`src/rtl/pv2ooo_muldiv_issue_unit_if.sv`:
```
// Bundle of the issue, muldiv request/response and writeback handshakes
// seen by the pv2ooo muldiv issue unit. The master view belongs to the unit,
// and the slave view belongs to its surroundings (issue stage, muldiv unit, writeback).
interface pv2ooo_muldiv_issue_unit_if #(
  parameter int TAG_W = 5,
  parameter int DEPTH = 4
);
  localparam int CNT_W = $clog2(DEPTH + 1);

  logic             issue_val;
  logic             issue_rdy;
  logic [2:0]       issue_fn;
  logic [31:0]      issue_a;
  logic [31:0]      issue_b;
  logic [TAG_W-1:0] issue_tag;

  logic [2:0]       muldivreq_msg_fn;
  logic [31:0]      muldivreq_msg_a;
  logic [31:0]      muldivreq_msg_b;
  logic             muldivreq_val;
  logic             muldivreq_rdy;

  logic [63:0]      muldivresp_msg_result;
  logic             muldivresp_val;
  logic             muldivresp_rdy;

  logic             wb_val;
  logic             wb_rdy;
  logic [TAG_W-1:0] wb_tag;
  logic [31:0]      wb_data;

  logic [CNT_W-1:0] inflight_count;
  logic             proto_err;

  modport master (
    input  issue_val, issue_fn, issue_a, issue_b, issue_tag,
    output issue_rdy,
    output muldivreq_msg_fn, muldivreq_msg_a, muldivreq_msg_b, muldivreq_val,
    input  muldivreq_rdy,
    input  muldivresp_msg_result, muldivresp_val,
    output muldivresp_rdy,
    output wb_val, wb_tag, wb_data,
    input  wb_rdy,
    output inflight_count, proto_err
  );

  modport slave (
    output issue_val, issue_fn, issue_a, issue_b, issue_tag,
    input  issue_rdy,
    input  muldivreq_msg_fn, muldivreq_msg_a, muldivreq_msg_b, muldivreq_val,
    output muldivreq_rdy,
    output muldivresp_msg_result, muldivresp_val,
    input  muldivresp_rdy,
    input  wb_val, wb_tag, wb_data,
    output wb_rdy,
    input  inflight_count, proto_err
  );
endinterface

```
`src/rtl/pv2ooo_muldiv_issue_unit.sv`:
```
// Front end of the pipelined muldiv unit. Ops are forwarded to the muldiv
// request port combinationally, and each op's tag and result-half select are
// queued in order. Every response is paired with the oldest queued entry and
// written into a one-entry registered writeback stage.
module pv2ooo_muldiv_issue_unit #(
  parameter int TAG_W = 5,
  parameter int DEPTH = 4
) (
  input  logic clk,
  input  logic reset,
  pv2ooo_muldiv_issue_unit_if.master bus
);
  localparam int CNT_W = $clog2(DEPTH + 1);
  localparam int PTR_W = $clog2(DEPTH);

  logic [TAG_W-1:0] tag_mem [DEPTH];
  logic             sel_mem [DEPTH];
  logic [PTR_W-1:0] wr_ptr;
  logic [PTR_W-1:0] rd_ptr;
  logic [CNT_W-1:0] count;

  logic             wb_val_q;
  logic [TAG_W-1:0] wb_tag_q;
  logic [31:0]      wb_data_q;
  logic             proto_err_q;

  logic full;
  logic empty;
  logic push;
  logic pop;
  logic resp_fire;
  logic sel_hi;

  // Flow control depends only on the registered count, so a pop at full
  // cannot reopen issue_rdy within the same cycle.
  assign full      = (count == CNT_W'(DEPTH));
  assign empty     = (count == '0);
  assign sel_hi    = (bus.issue_fn == 3'd3) || (bus.issue_fn == 3'd4);

  assign bus.issue_rdy        = bus.muldivreq_rdy && !full;
  assign bus.muldivreq_val    = bus.issue_val && !full;
  assign bus.muldivreq_msg_fn = bus.issue_fn;
  assign bus.muldivreq_msg_a  = bus.issue_a;
  assign bus.muldivreq_msg_b  = bus.issue_b;

  assign bus.muldivresp_rdy = !wb_val_q || bus.wb_rdy;

  assign push      = bus.issue_val && bus.issue_rdy;
  assign resp_fire = bus.muldivresp_val && bus.muldivresp_rdy;
  assign pop       = resp_fire && !empty;

  assign bus.wb_val         = wb_val_q;
  assign bus.wb_tag         = wb_tag_q;
  assign bus.wb_data        = wb_data_q;
  assign bus.inflight_count = count;
  assign bus.proto_err      = proto_err_q;

  // Tag FIFO storage: written on each accepted op; contents need no reset
  // because the pointers and count decide what is valid.
  always_ff @(posedge clk) begin
    if (push) begin
      tag_mem[wr_ptr] <= bus.issue_tag;
      sel_mem[wr_ptr] <= sel_hi;
    end
  end

  // FIFO pointers and in-flight count; pointers wrap naturally modulo DEPTH.
  always_ff @(posedge clk or posedge reset) begin
    if (reset) begin
      wr_ptr <= '0;
      rd_ptr <= '0;
      count  <= '0;
    end else begin
      if (push) wr_ptr <= wr_ptr + PTR_W'(1);
      if (pop)  rd_ptr <= rd_ptr + PTR_W'(1);
      if (push && !pop)      count <= count + CNT_W'(1);
      else if (pop && !push) count <= count - CNT_W'(1);
    end
  end

  // Writeback register: load on a paired response, otherwise drain when the
  // consumer takes the entry.
  always_ff @(posedge clk or posedge reset) begin
    if (reset) begin
      wb_val_q  <= 1'b0;
      wb_tag_q  <= '0;
      wb_data_q <= '0;
    end else if (pop) begin
      wb_val_q  <= 1'b1;
      wb_tag_q  <= tag_mem[rd_ptr];
      wb_data_q <= sel_mem[rd_ptr] ? bus.muldivresp_msg_result[63:32]
                                   : bus.muldivresp_msg_result[31:0];
    end else if (wb_val_q && bus.wb_rdy) begin
      wb_val_q  <= 1'b0;
    end
  end

  // Sticky protocol error: a response accepted while nothing was in flight.
  always_ff @(posedge clk or posedge reset) begin
    if (reset) begin
      proto_err_q <= 1'b0;
    end else if (resp_fire && empty) begin
      proto_err_q <= 1'b1;
    end
  end
endmodule

```
`src/flat_wrapper.sv`:
```
// flat-port wrapper written by rule: the top's interface ports become plain ports
module pv2ooo_muldiv_issue_unit_flat 
#(
  parameter int TAG_W = 5,
  parameter int DEPTH = 4
)
  (clk, reset, bus_issue_val, bus_issue_fn, bus_issue_a, bus_issue_b, bus_issue_tag, bus_issue_rdy, bus_muldivreq_msg_fn, bus_muldivreq_msg_a, bus_muldivreq_msg_b, bus_muldivreq_val, bus_muldivreq_rdy, bus_muldivresp_msg_result, bus_muldivresp_val, bus_muldivresp_rdy, bus_wb_val, bus_wb_tag, bus_wb_data, bus_wb_rdy, bus_inflight_count, bus_proto_err);
  pv2ooo_muldiv_issue_unit_if #(.TAG_W(TAG_W), .DEPTH(DEPTH)) bus_i ();
  input  logic clk;
  input  logic reset;
  input wire logic [$bits(bus_i.issue_val)-1:0] bus_issue_val;
  input wire logic [$bits(bus_i.issue_fn)-1:0] bus_issue_fn;
  input wire logic [$bits(bus_i.issue_a)-1:0] bus_issue_a;
  input wire logic [$bits(bus_i.issue_b)-1:0] bus_issue_b;
  input wire logic [$bits(bus_i.issue_tag)-1:0] bus_issue_tag;
  output wire logic [$bits(bus_i.issue_rdy)-1:0] bus_issue_rdy;
  output wire logic [$bits(bus_i.muldivreq_msg_fn)-1:0] bus_muldivreq_msg_fn;
  output wire logic [$bits(bus_i.muldivreq_msg_a)-1:0] bus_muldivreq_msg_a;
  output wire logic [$bits(bus_i.muldivreq_msg_b)-1:0] bus_muldivreq_msg_b;
  output wire logic [$bits(bus_i.muldivreq_val)-1:0] bus_muldivreq_val;
  input wire logic [$bits(bus_i.muldivreq_rdy)-1:0] bus_muldivreq_rdy;
  input wire logic [$bits(bus_i.muldivresp_msg_result)-1:0] bus_muldivresp_msg_result;
  input wire logic [$bits(bus_i.muldivresp_val)-1:0] bus_muldivresp_val;
  output wire logic [$bits(bus_i.muldivresp_rdy)-1:0] bus_muldivresp_rdy;
  output wire logic [$bits(bus_i.wb_val)-1:0] bus_wb_val;
  output wire logic [$bits(bus_i.wb_tag)-1:0] bus_wb_tag;
  output wire logic [$bits(bus_i.wb_data)-1:0] bus_wb_data;
  input wire logic [$bits(bus_i.wb_rdy)-1:0] bus_wb_rdy;
  output wire logic [$bits(bus_i.inflight_count)-1:0] bus_inflight_count;
  output wire logic [$bits(bus_i.proto_err)-1:0] bus_proto_err;
  assign bus_i.issue_val = bus_issue_val;
  assign bus_i.issue_fn = bus_issue_fn;
  assign bus_i.issue_a = bus_issue_a;
  assign bus_i.issue_b = bus_issue_b;
  assign bus_i.issue_tag = bus_issue_tag;
  assign bus_issue_rdy = bus_i.issue_rdy;
  assign bus_muldivreq_msg_fn = bus_i.muldivreq_msg_fn;
  assign bus_muldivreq_msg_a = bus_i.muldivreq_msg_a;
  assign bus_muldivreq_msg_b = bus_i.muldivreq_msg_b;
  assign bus_muldivreq_val = bus_i.muldivreq_val;
  assign bus_i.muldivreq_rdy = bus_muldivreq_rdy;
  assign bus_i.muldivresp_msg_result = bus_muldivresp_msg_result;
  assign bus_i.muldivresp_val = bus_muldivresp_val;
  assign bus_muldivresp_rdy = bus_i.muldivresp_rdy;
  assign bus_wb_val = bus_i.wb_val;
  assign bus_wb_tag = bus_i.wb_tag;
  assign bus_wb_data = bus_i.wb_data;
  assign bus_i.wb_rdy = bus_wb_rdy;
  assign bus_inflight_count = bus_i.inflight_count;
  assign bus_proto_err = bus_i.proto_err;
  pv2ooo_muldiv_issue_unit #(.TAG_W(TAG_W), .DEPTH(DEPTH)) u_core (.clk(clk), .reset(reset), .bus(bus_i));
endmodule
```
`config.mk`:
```
export PLATFORM = sky130hd
export DESIGN_NAME = pv2ooo_muldiv_issue_unit_flat
export DESIGN_NICKNAME = d
export VERILOG_FILES = /design/src/rtl/pv2ooo_muldiv_issue_unit_if.sv /design/src/rtl/pv2ooo_muldiv_issue_unit.sv /design/src/flat_wrapper.sv
export SDC_FILE = /design/constraint.sdc
export NUM_CORES = 1
export LEC_CHECK = 0
export CORE_MARGIN = 5
export CORE_UTILIZATION = 36
export DETAILED_ROUTE_END_ITERATION = 7
export GPL_ROUTABILITY_DRIVEN = 0
export PLACE_DENSITY = 0.78
export RECOVER_POWER = 25
export SLEW_MARGIN = 5
export SYNTH_ARGS = -nofsm -noshare
export SYNTH_HDL_FRONTEND = slang
export SYNTH_SLANG_ARGS = --single-unit
```
`constraint.sdc`:
```
create_clock -name clk -period 2.8 [get_ports clk]
set_clock_uncertainty 0.05 [all_clocks]
set_input_delay 0.56 -clock clk [delete_from_list [all_inputs] [get_ports clk]]
set_output_delay 0.56 -clock clk [all_outputs]
set_load 0.01 [all_outputs]
```
### Yosys cells after proc, flatten, opt, wreduce, memory -nomap -nowiden

Memories as Yosys holds them, arrays and structs flattened. A register that Yosys moved wholly into a read port is not among the register bits.
Cells that the tools add are included.

| cells by class | value |
|---|---|
| muxes and demuxes | 7 |
| reduce and logical (&&, ||, !) cells | 19 |
| multipliers | 0 |
| shift operators | 0 |
| $lt $le $gt $ge | 0 |
| add/subtract/negate cells | 4 |
| divide/modulo/power cells | 0 |
| bitwise gates (word level) | 0 |
| eq/ne operators | 3 |

Operators by type and width:

| kind | count |
|---|---|
| 32-bit 2-to-1 mux | 1 |
| 1-bit logical AND | 9 |
| 3-bit equality test (second input constant) | 2 |
| 3-bit 2-to-1 mux | 2 |
| 1-bit zero test | 5 |
| 2-bit by 1-bit adder with 2-bit output (second input constant) | 2 |
| 1-bit 2-to-1 mux | 4 |
| 2-bit nonzero test | 2 |
| 3-bit by 1-bit adder with 3-bit output (second input constant) | 1 |
| 3-bit by 2-bit equality test with 1-bit output (second input constant) | 1 |
| 3-bit zero test | 1 |
| 3-bit by 1-bit subtractor with 3-bit output (second input constant) | 1 |
| 1-bit logical OR | 2 |

| storage, ports and cells | value |
|---|---|
| memories kept | 2 |
| word-level logic and storage cells | 41 |
| register bits | 41 |
| latch bits | 0 |
| memory bits (read-only) | 0 |
| RAM bits | 24 |
| output and inout port bits | 112 |

Memories:

| memory | words | bits a word | rd ports | clocked after memory_dff | write ports | line | RTL |
|---|---|---|---|---|---|---|---|
| u_core.tag_mem | 4 | 5 | 1 | 1 | 1 | pv2ooo_muldiv_issue_unit.sv:16 | `logic [TAG_W-1:0] tag_mem [DEPTH];` |
| u_core.sel_mem | 4 | 1 | 1 | 0 | 1 | pv2ooo_muldiv_issue_unit.sv:17 | `logic sel_mem [DEPTH];` |

### Depth between registers and ports, before layout

Gate-level depths: netlist of run 1.

| logic depth | value |
|---|---|
| depth in word-level cells | 8 |
| mapped depth | 11 |
| depth with buffers taken out | 9 |

### Worst setup path before layout of run 1

Ideal clock, no wire load.

| path | value |
|---|---|
| path type | register to register |
| from | reg u_core.count[1], in the netlist u_core.bus.inflight_count[1] |
| to | reg u_core.count[2], in the netlist u_core.bus.inflight_count[2] |
| required time | 2.671 ns |
| arrival time | 2.455 ns |
| cell stages (with the launch flop) | 12 |
| clock period less this slack | 2.584 ns |
| path slack | 0.216 ns |
| setup time | 0.079 ns |
| cells stage by stage | dfrtp_1 -> or3_1 -> and3_1 -> buf_2 -> buf_2 -> inv_1 -> ha_1 -> inv_1 -> fa_1 -> xor2_1 -> nor2_1 -> xor2_1 |

| between the ends | value |
|---|---|
| cells in the longest elaborated chain, start to end | 7 |
| elaborated cells on any way between the ends | 16 |

Ends and longest elaborated chain:

| item | line | RTL |
|---|---|---|
| start: declaration | pv2ooo_muldiv_issue_unit.sv:20 | `logic [CNT_W-1:0] count;` |
| start signal: assignment | pv2ooo_muldiv_issue_unit.sv:76 | `if (push && !pop) count <= count + CNT_W'(1);` |
| start signal: assignment | pv2ooo_muldiv_issue_unit.sv:77 | `else if (pop && !push) count <= count - CNT_W'(1);` |
| parallel branches: the longest is 7 deep, another holds 3-bit by 1-bit subtractor with 3-bit output | -- |  |

Several ways; the timed one is not identified. The select of a mux whose other input is x is not followed.
A chain may end at the register's enable or synchronous reset.

### Worst setup path after layout of run 1

| path | value |
|---|---|
| from | reg u_core.count[1], in the netlist u_core.bus.inflight_count[1] |
| to | out bus_issue_rdy |

| between the ends | value |
|---|---|
| cells in the longest elaborated chain, start to end | 3 |

Ends and longest elaborated chain:

| item | line | RTL |
|---|---|---|
| 3-bit equality test | pv2ooo_muldiv_issue_unit.sv:36 | `assign full = (count == CNT_W'(DEPTH));` |
| 1-bit zero test | pv2ooo_muldiv_issue_unit.sv:40 | `assign bus.issue_rdy = bus.muldivreq_rdy && !full;` |
| 1-bit logical AND | pv2ooo_muldiv_issue_unit.sv:40 |  |
| end: declaration | flat_wrapper.sv:16 | `output wire logic [$bits(bus_i.issue_rdy)-1:0] bus_issue_rdy;` |

No other way between the ends.

==> flow_summary.toml, run 1 <==
[synthesis]
yosys_warnings = 0
synth_top_area_share_pct = 30.4
synth_simple_gate_area_share_pct = 2.65
synth.avg_cell_area_sq_um = 14.5
synth_area_sq_um = 3780
ys_types = 25
synth.area.top_cells = "dfrtp_1 (30%), edfxtp_1 (19%), buf_4 (13%)"
synth_fp_nets = 409
ys_seq_area_share_pct = 49.5
synth_xor_area_share_pct = 1.39
synth_top_family_by_area = "multiplexers"
synth_cells = 261
synth-adder-area-share_pct = 2.18
synth_top_area_cell = "dfrtp_1"
synth.area.mux_share_pct = 28.3
ys_ff_latch = 70
synth_compound_area_share_pct = 0.331

[finish]
utilization_pct = 47.3
layout.nets = 473
area_growth_syn_to_layout_pct = 28.5
layout_commonest_cell = "clkdlybuf4s50_1"
drive_gt1_share_pct = 28.2
layout_common_cells = "clkdlybuf4s50_1 (119), dfrtp_1 (46), mux2_2 (40), mux2_4 (31), edfxtp_1 (24)"

[cts]
tritoncts = "done"
postCtsSetupBuffers = 0
clk_path_buf_depth = 2
clkLatencyLatePin_ns = 0.33
cts.repair.resized = 0
cts_buffers = 9
clk_pin_slew_worst_paths_ns = 0.07
hold_buffers = 0
htreeDepth = 3
cts_sinks = 70
clock-root-buffer = "clkbuf_8"

[run_status]
status = "finished clean"

[critical_path]
r2r_cells = 9
worstSetupPathType = "reg -> out"
cp_cell_sequence = "or3b_2 -> and2_1 -> clkdlybuf4s50_1"
worst_ep_required_time_ns = 2.19
critPathLaunchType = "register"
crit_buf_inv = 1
cp_max_fo = 5
critPathArrivalTime_ns = 1.93
crit_path_max_incr_delay_ns = 0.50
cp-end-kind = "output pin"
worstSetupPathDepth = 3
slowest_stage = "or3b_2"
critPathTopFamily = "simple AND/OR/NAND/NOR gates"

[hold_path]
hp-class = "reg -> reg"
hold_path_depth = 1

[pwr]
power.density_nw_per_um2 = 952
netSwitchingFraction_pct = 30.1
p_seq_share_pct = 36.2
ir_worst_vdd_v = 0.000409
p_int_mw = 3.24
leakage_nw = 1.96
comb_power_share_pct = 46.8
clkPwrFrac_pct = 17.0
power.switching_mw = 1.39

[placement]
portBuffers = 125
place_hpwl_um = 5770

[sta]
slew_headroom_pct = 37.1
setup_viol_count_final = 0
max_freq_mhz = 394
hold_viol = 0
finalMaxSlewViolations = 0
fin_crit_ns = 2.54
rsz0062_at_grt = "false"
tightest_slew_ns = 0.942
min_period_over_period_pct = 90.6
tns_ns = 0

[global_routing]
grt_max_degree = 38
grt_pass1_wl_um = 12600
antenna_found_initial = 1
grt_overflow = 0
first_global_vias = 2477
grt_use_total_pct = 12.6

[drt]
via_per_inst = 4.59
wl_per_cell_um = 16.6
vias = 2145
drt_iter0_markers = 54
detail-route-antenna-nets = 0
finalWirelength_um = 7750
drc = 0
first_pass_iters = 4

[run]
cap_violations = 0

[die]
rows = 37
dieArea_sq_um = 12700
io_pins = 254
die_h_um = 113
floorplan.initialDensity_pct = 36.8
coreArea_sq_um = 10300
chipWidth_um = 113
synth_stat cells, drive strengths merged:
| library cell | n |
|---|---|
| or3b | 1 |
| inv | 5 |
| dfrtp | 46 |
| nor2 | 2 |
| o21ai | 1 |
| nand4 | 1 |
| fa | 1 |
| xor2 | 2 |
| and2 | 6 |
| nand2b | 1 |
| buf | 74 |
| and3 | 2 |
| mux2 | 71 |
| or3 | 1 |
| o21bai | 1 |
| mux4 | 6 |
| xnor2 | 4 |
| edfxtp | 24 |
| ha | 5 |
| nand2 | 4 |
| clkbuf | 3 |
cells by family (layout without fill, tap and decap cells):
logic type / Yosys count / in the layout
other: 0 / 1
and+or+nand+nor: 18 / 18
xor gates and xnor gates: 6 / 6
adders and majority gates: 6 / 6
buffers and inverters: 82 / 151
DFF: 70 / 70
muxes: 77 / 77
AOI/OAI and AO/OA: 2 / 2
state kept, by name, summed over array words and instances (netlist names):
register,count
u_core.wr_ptr,2
u_core.bus.wb_data,32
u_core.bus.proto_err,1
u_core.bus.inflight_count,3
u_core.sel_mem,4
u_core.bus.wb_val,1
u_core.rd_ptr,2
u_core.tag_mem,20
u_core.bus.wb_tag,5
metrics by stage:
| step | worst slack, ns | hold slack [ns] | power (mW) | instance area [sq um] | cells |
|---|---|---|---|---|---|
| 2_1_floorplan | 0.216 | 0.463 | 3.06 | 3780 | 261 |
| 3_3_place_gp | 0.234 | 0.414 | 3.85 | 4670 | 450 |
| 3_5_place_dp | 0.168 | 0.418 | 3.91 | 4670 | 450 |
| 4_1_cts | 0.223 | 0.438 | 4.73 | 4860 | 466 |
| 5_1_grt | 0.152 | 0.473 | 4.94 | 4860 | 466 |
| 6_report | 0.264 | 0.438 | 4.63 | 4860 | 467 |
worst reg2reg max path: stages (launching register included):
cell	delay [ns]
dfrtp_1	0.44
or3_1	0.44
and3_2	0.23
inv_1	0.11
ha_1	0.20
inv_1	0.06
fa_1	0.38
xor2_1	0.15
nor2_1	0.11
xor2_1	0.16
power groups by stage:
| stage | combinational, mW | clock (mW) | sequential [mW] |
|---|---|---|---|
| 4_1_cts | 2.22 | 0.825 | 1.69 |
| 5_1_grt | 2.33 | 0.873 | 1.74 |
| 3_5_place_dp | 2.21 | 0 | 1.71 |
| 6_report | 2.17 | 0.787 | 1.68 |
| 3_3_place_gp | 2.17 | 0 | 1.68 |
| 2_1_floorplan | 1.28 | 0 | 1.79 |
cell type report:
type / count / area, sq um
Clock buffer: 11 / 131
Clock inverter: 5 / 60.1
Multi-Input combinational cell: 109 / 1320
Antenna cell: 1 / 2.50
Timing Repair Buffer: 130 / 1290
Tap cell: 136 / 170
Fill cell: 927 / 5420
Inverter: 5 / 18.8
Sequential cell: 70 / 1870
per-layer routing:
layer	global-route usage, %	wire, um
met5	0	0
met2	21.9	4020
met4	5.53	165
met3	5.12	680
met1	13.3	2880
final timing paths:
check | from | endpoint | slack, ns
setup / recovery | u_core.bus.inflight_count[1] | bus_issue_rdy | 0.26
hold / removal | u_core.bus.proto_err | u_core.bus.proto_err | 0.44
setup reg to reg | u_core.bus.inflight_count[1] | u_core.bus.inflight_count[2] | 0.40
hold reg to reg | u_core.bus.proto_err | u_core.bus.proto_err | 0.44
max in group asynchronous | reset | u_core.bus.wb_data[24] | 1.14
min in group asynchronous | reset | u_core.bus.wb_data[9] | 0.82
No activity file was read; power rests on OpenSTA's default activity.
==> inputs of run 2 (changes only) <==
Settings changed: CTS_BUF_LIST set to sky130_fd_sc_hd__clkbuf_8 sky130_fd_sc_hd__clkbuf_16.
==> run 2 against run 1 <==
Routed wire length about the same. Worst hold slack got worse by 0.00052 ns. Core utilization barely moved. Global-route usage hardly changed. Cell count shrank 0.21%. Sequential share of layout area barely moved. Non-clock buffer count is the same. Register-to-register slack hardly changed. First-iteration DRC count increased by 22%. Clock-buffer cell count shrank 2. Via count about the same. Combinational power is essentially flat. Largest cell class unchanged. Largest power group unchanged. Highest routed layer is now met5.
==> flow_summary.toml, run 2 (synthesis gave the netlist of run 1 again) <==
[run_status]
status = "finished clean"

[pwr]
power.switching_mw = 1.39
clkPwrFrac_pct = 16.8
ir_worst_vdd_v = 0.000407
p_seq_share_pct = 36.3
power.density_nw_per_um2 = 951
comb_power_share_pct = 46.9
netSwitchingFraction_pct = 30.1
p_int_mw = 3.23
leakage_nw = 1.97

[cts]
cts_sinks = 70
cts_buffers = 9
clk_pin_slew_worst_paths_ns = 0.07
clock-root-buffer = "clkbuf_8"
tritoncts = "done"
cts.repair.resized = 0
clkLatencyLatePin_ns = 0.33
postCtsSetupBuffers = 0
clk_path_buf_depth = 2
htreeDepth = 3
hold_buffers = 0

[critical_path]
crit_buf_inv = 1
critPathTopFamily = "simple AND/OR/NAND/NOR gates"
cp_max_fo = 5
worstSetupPathType = "reg -> out"
critPathLaunchType = "register"
worst_ep_required_time_ns = 2.19
cp_cell_sequence = "or3b_2 -> and2_1 -> clkdlybuf4s50_1"
cp-end-kind = "output pin"
slowest_stage = "or3b_2"
r2r_cells = 9
crit_path_max_incr_delay_ns = 0.48
worstSetupPathDepth = 3
critPathArrivalTime_ns = 1.92

[finish]
drive_gt1_share_pct = 28.2
fill_cells = 927
largest_reg_flops = 32
layout_commonest_cell = "clkdlybuf4s50_1"
layout.nets = 473
area_growth_syn_to_layout_pct = 28.5
antenna_cells = 0
multi_input_area_sq_um = 1320
layout_common_cells = "clkdlybuf4s50_1 (119), dfrtp_1 (46), mux2_2 (40), mux2_4 (31), edfxtp_1 (24)"
regArea_sq_um = 1870

[die]
chipWidth_um = 113
rows = 37
io_pins = 254
floorplan.initialDensity_pct = 36.8
dieArea_sq_um = 12700
die_h_um = 113
coreArea_sq_um = 10300

[placement]
portBuffers = 125
dp_slack_ns = 0.168
place_hpwl_um = 5770

[sta]
max_freq_mhz = 395
finalMaxSlewViolations = 0
rsz0062_at_grt = "false"
min_period_over_period_pct = 90.5
tns_ns = 0
tightest_slew_ns = 0.953
hold_viol = 0
setup_viol_count_final = 0
slew_headroom_pct = 36.4
fin_crit_ns = 2.53
layout_setup_ws_ns = 0.267

[drt]
drc = 0
wl_per_cell_um = 16.6
via_per_inst = 4.60
finalWirelength_um = 7750
drt_iter0_markers = 66
first_pass_iters = 4
detail-route-antenna-nets = 0
vias = 2144

[hold_path]
hold_path_depth = 1
hp-class = "reg -> reg"

[run]
cap_violations = 0

[global_routing]
grt_max_degree = 38
first_global_vias = 2477
grt_pass1_wl_um = 12600
grt_overflow = 0
grt_use_total_pct = 12.6
antenna_found_initial = 1
[run 2: cell types whose count changed in the layout (fill, tap and decap cells not counted)]
cell	delta
clkbuf_1	-2
inv_1	+2
diode_2	-1
[run 2: power groups by stage]
stage / clock [mW] / sequential, mW / combinational (mW)
after floorplan: 0 / 1.79 / 1.28
after global placement: 0 / 1.68 / 2.17
after detailed placement: 0 / 1.71 / 2.21
after CTS: 0.818 / 1.69 / 2.22
after global routing: 0.867 / 1.74 / 2.33
final: 0.776 / 1.68 / 2.17
[run 2: cell type report]
type | count | area share, %
multi-input combinational | 109 | 27.1
sequential | 70 | 38.5
clock buffer | 9 | 2.55
timing repair buffer | 130 | 26.5
clock inverter | 7 | 1.39
inverter | 5 | 0.386
tap | 136 | 3.50
[run 2: routing by layer]
layer  up-vias  part of all wire [%]  track usage (%)
li1        964                     -                -
met1      1053                    37             13.4
met2        91                    52             21.9
met3        34                   8.6             5.12
met4         2                   2.0             5.53
met5         -                  0.14                0
[run 2: path summary, 6_finish.rpt]
kind	start	end	slack, ns
min in group asynchronous	reset	u_core.bus.wb_data[9]	0.82
worst min register to register	u_core.bus.proto_err	u_core.bus.proto_err	0.44
worst max register to register	u_core.bus.inflight_count[1]	u_core.bus.inflight_count[2]	0.40
worst max-delay path	u_core.bus.inflight_count[0]	bus_issue_rdy	0.27
max in group asynchronous	reset	u_core.bus.wb_data[24]	1.13
worst min-delay path	u_core.bus.proto_err	u_core.bus.proto_err	0.44
[run 2: through the flow]
step           hold slack, ns  std cells  utilization [%]  instance area, sq um  total power [mW]
3_5_place_dp            0.418        450             45.4                  4670              3.91
2_1_floorplan           0.463        261                -                  3780              3.06
5_1_grt                 0.473        466             47.3                  4860              4.93
3_3_place_gp            0.414        450             45.4                  4670              3.85
4_1_cts                 0.438        466             47.3                  4860              4.73
6_report                0.438        466             47.3                  4860              4.62
==> inputs of run 3 (changes only) <==
Settings changed: REMOVE_ABC_BUFFERS set to 1.
==> run 3 against run 2 <==
Clock power increased by 5.9%. Combinational power about the same. Sequential share of layout area decreased by 0.089 points. Power increased by 1.8%. Sequential power about the same. Cell count decreased by 0.21%. First-iteration DRC count increased by 23%. Critical endpoint is now bus_muldivreq_val. Largest cell class unchanged. Highest routed layer unchanged.
==> flow_summary.toml, run 3 (synthesis gave the netlist of run 1 again) <==
[run_status]
status = "finished clean"

[sta]
timing.hold.ws_ns = 0.454
fin_crit_ns = 2.54
finalMaxSlewViolations = 0
tns_ns = 0
max_freq_mhz = 394
rsz0062_at_grt = "false"
setup_viol_count_final = 0
slew_headroom_pct = 28.9
hold_viol = 0
min_period_over_period_pct = 90.6
tightest_slew_ns = 1.07

[cts]
cts_sinks = 70
clock-root-buffer = "clkbuf_8"
cts_buffers = 9
clk_path_buf_depth = 2
cts.repair.resized = 0
clkLatencyLatePin_ns = 0.33
postCtsSetupBuffers = 0
clk_pin_slew_worst_paths_ns = 0.08
hold_buffers = 0
htreeDepth = 3
tritoncts = "done"

[finish]
area_growth_syn_to_layout_pct = 28.8
antenna_cells = 0
layout.nets = 472
layout_common_cells = "clkdlybuf4s50_1 (119), dfrtp_1 (46), mux2_2 (40), mux2_4 (31), edfxtp_1 (24)"
drive_gt1_share_pct = 28.0
stdcell_count = 465
largest_reg_flops = 32
utilization_pct = 47.4
layout_commonest_cell = "clkdlybuf4s50_1"
fill_cells = 917

[die]
chipWidth_um = 113
die_h_um = 113
floorplan.initialDensity_pct = 36.8
coreArea_sq_um = 10300
dieArea_sq_um = 12700
rows = 37
io_pins = 254

[drt]
wl_met3_um = 2930
highest_layer = "met5"
wl_met2_um = 5020
drc = 0
via_per_inst = 4.91
vias = 2284
met1_length_um = 4890
finalWirelength_um = 13100
drt_iter0_markers = 81
first_pass_iters = 5
detail-route-antenna-nets = 0
wl_per_cell_um = 28.2

[critical_path]
critPathTopFamily = "simple AND/OR/NAND/NOR gates"
cp_max_fo = 5
worstSetupPathType = "reg -> out"
critPathArrivalTime_ns = 1.93
cp_cell_sequence = "or3b_2 -> and2_1 -> clkdlybuf4s50_1"
crit_path_max_incr_delay_ns = 0.48
cp-end-kind = "output pin"
worst_ep_required_time_ns = 2.19
crit_buf_inv = 1
slowest_stage = "or3b_2"
critPathLaunchType = "register"

[global_routing]
grt_max_degree = 38
grt_pass1_wl_um = 18500
first_global_vias = 2525
antenna_found_initial = 0
grt_overflow = 0
grt_use_total_pct = 20.5

[pwr]
ir_worst_vdd_v = 0.000426
clkPwrFrac_pct = 17.5
power.density_nw_per_um2 = 966
netSwitchingFraction_pct = 30.7
leakage_nw = 1.97
p_seq_share_pct = 35.7
p_int_mw = 3.26
power.switching_mw = 1.44
comb_power_share_pct = 46.8

[placement]
place_inst = 449
place_hpwl_um = 10300
portBuffers = 125

[hold_path]
hp-class = "reg -> reg"

[run]
cap_violations = 0
-- run 3: cell count changes in the layout (fill, tap and decap cells not counted), sizes merged --
cell | before | now
buf | 5 | 2
clkbuf | 9 | 11
clkinvlp | 1 | 0
inv | 7 | 8
-- run 3: path summary, 6_finish.rpt --
path	start	endpoint	slack (ns)	cells past startpoint
worst min register to register	u_core.bus.proto_err	u_core.bus.proto_err	0.45	1
max in group asynchronous	reset	u_core.bus.wb_tag[1]	0.74	3
worst min-delay path	u_core.bus.proto_err	u_core.bus.proto_err	0.45	1
min in group asynchronous	reset	u_core.bus.wb_data[13]	0.64	2
worst max-delay path	u_core.bus.inflight_count[0]	bus_muldivreq_val	0.26	3
worst max register to register	u_core.bus.inflight_count[0]	u_core.bus.inflight_count[1]	0.45	6
-- run 3: power by group through the flow --
stage / logic, mW / registers [mW] / clock network, mW
floorplan: 1.08 / 1.81 / 0
global placement: 2.19 / 1.69 / 0
detailed placement: 2.23 / 1.71 / 0
CTS: 2.24 / 1.69 / 0.852
global route: 2.35 / 1.74 / 0.900
finish: 2.20 / 1.68 / 0.822
-- run 3: cell type report --
class	instances	area [sq um]	share of cell area, %
inverters	5	18.8	0.385
clock buffers	9	124	2.54
flip-flops and latches	70	1870	38.4
repair buffers	129	1290	26.4
clock inverters	7	81.3	1.67
multi-input cells	109	1320	27.1
well taps	136	170	3.49
-- run 3: per-stage QoR --
stage / worst slack [ns] / power [mW] / instance area [sq um]
6_report: 0.262 / 4.70 / 4870
5_1_grt: 0.164 / 5.00 / 4870
4_1_cts: 0.224 / 4.79 / 4880
3_5_place_dp: 0.139 / 3.94 / 4670
3_3_place_gp: 0.206 / 3.88 / 4670
2_1_floorplan: -0.358 / 2.89 / 3210
-- run 3: metal layers --
metal	vias up	global-route usage [%]
met5	-	12.5
met4	6	4.73
met3	15	21.3
met2	242	26.2
met1	1048	22.5
li1	973	-
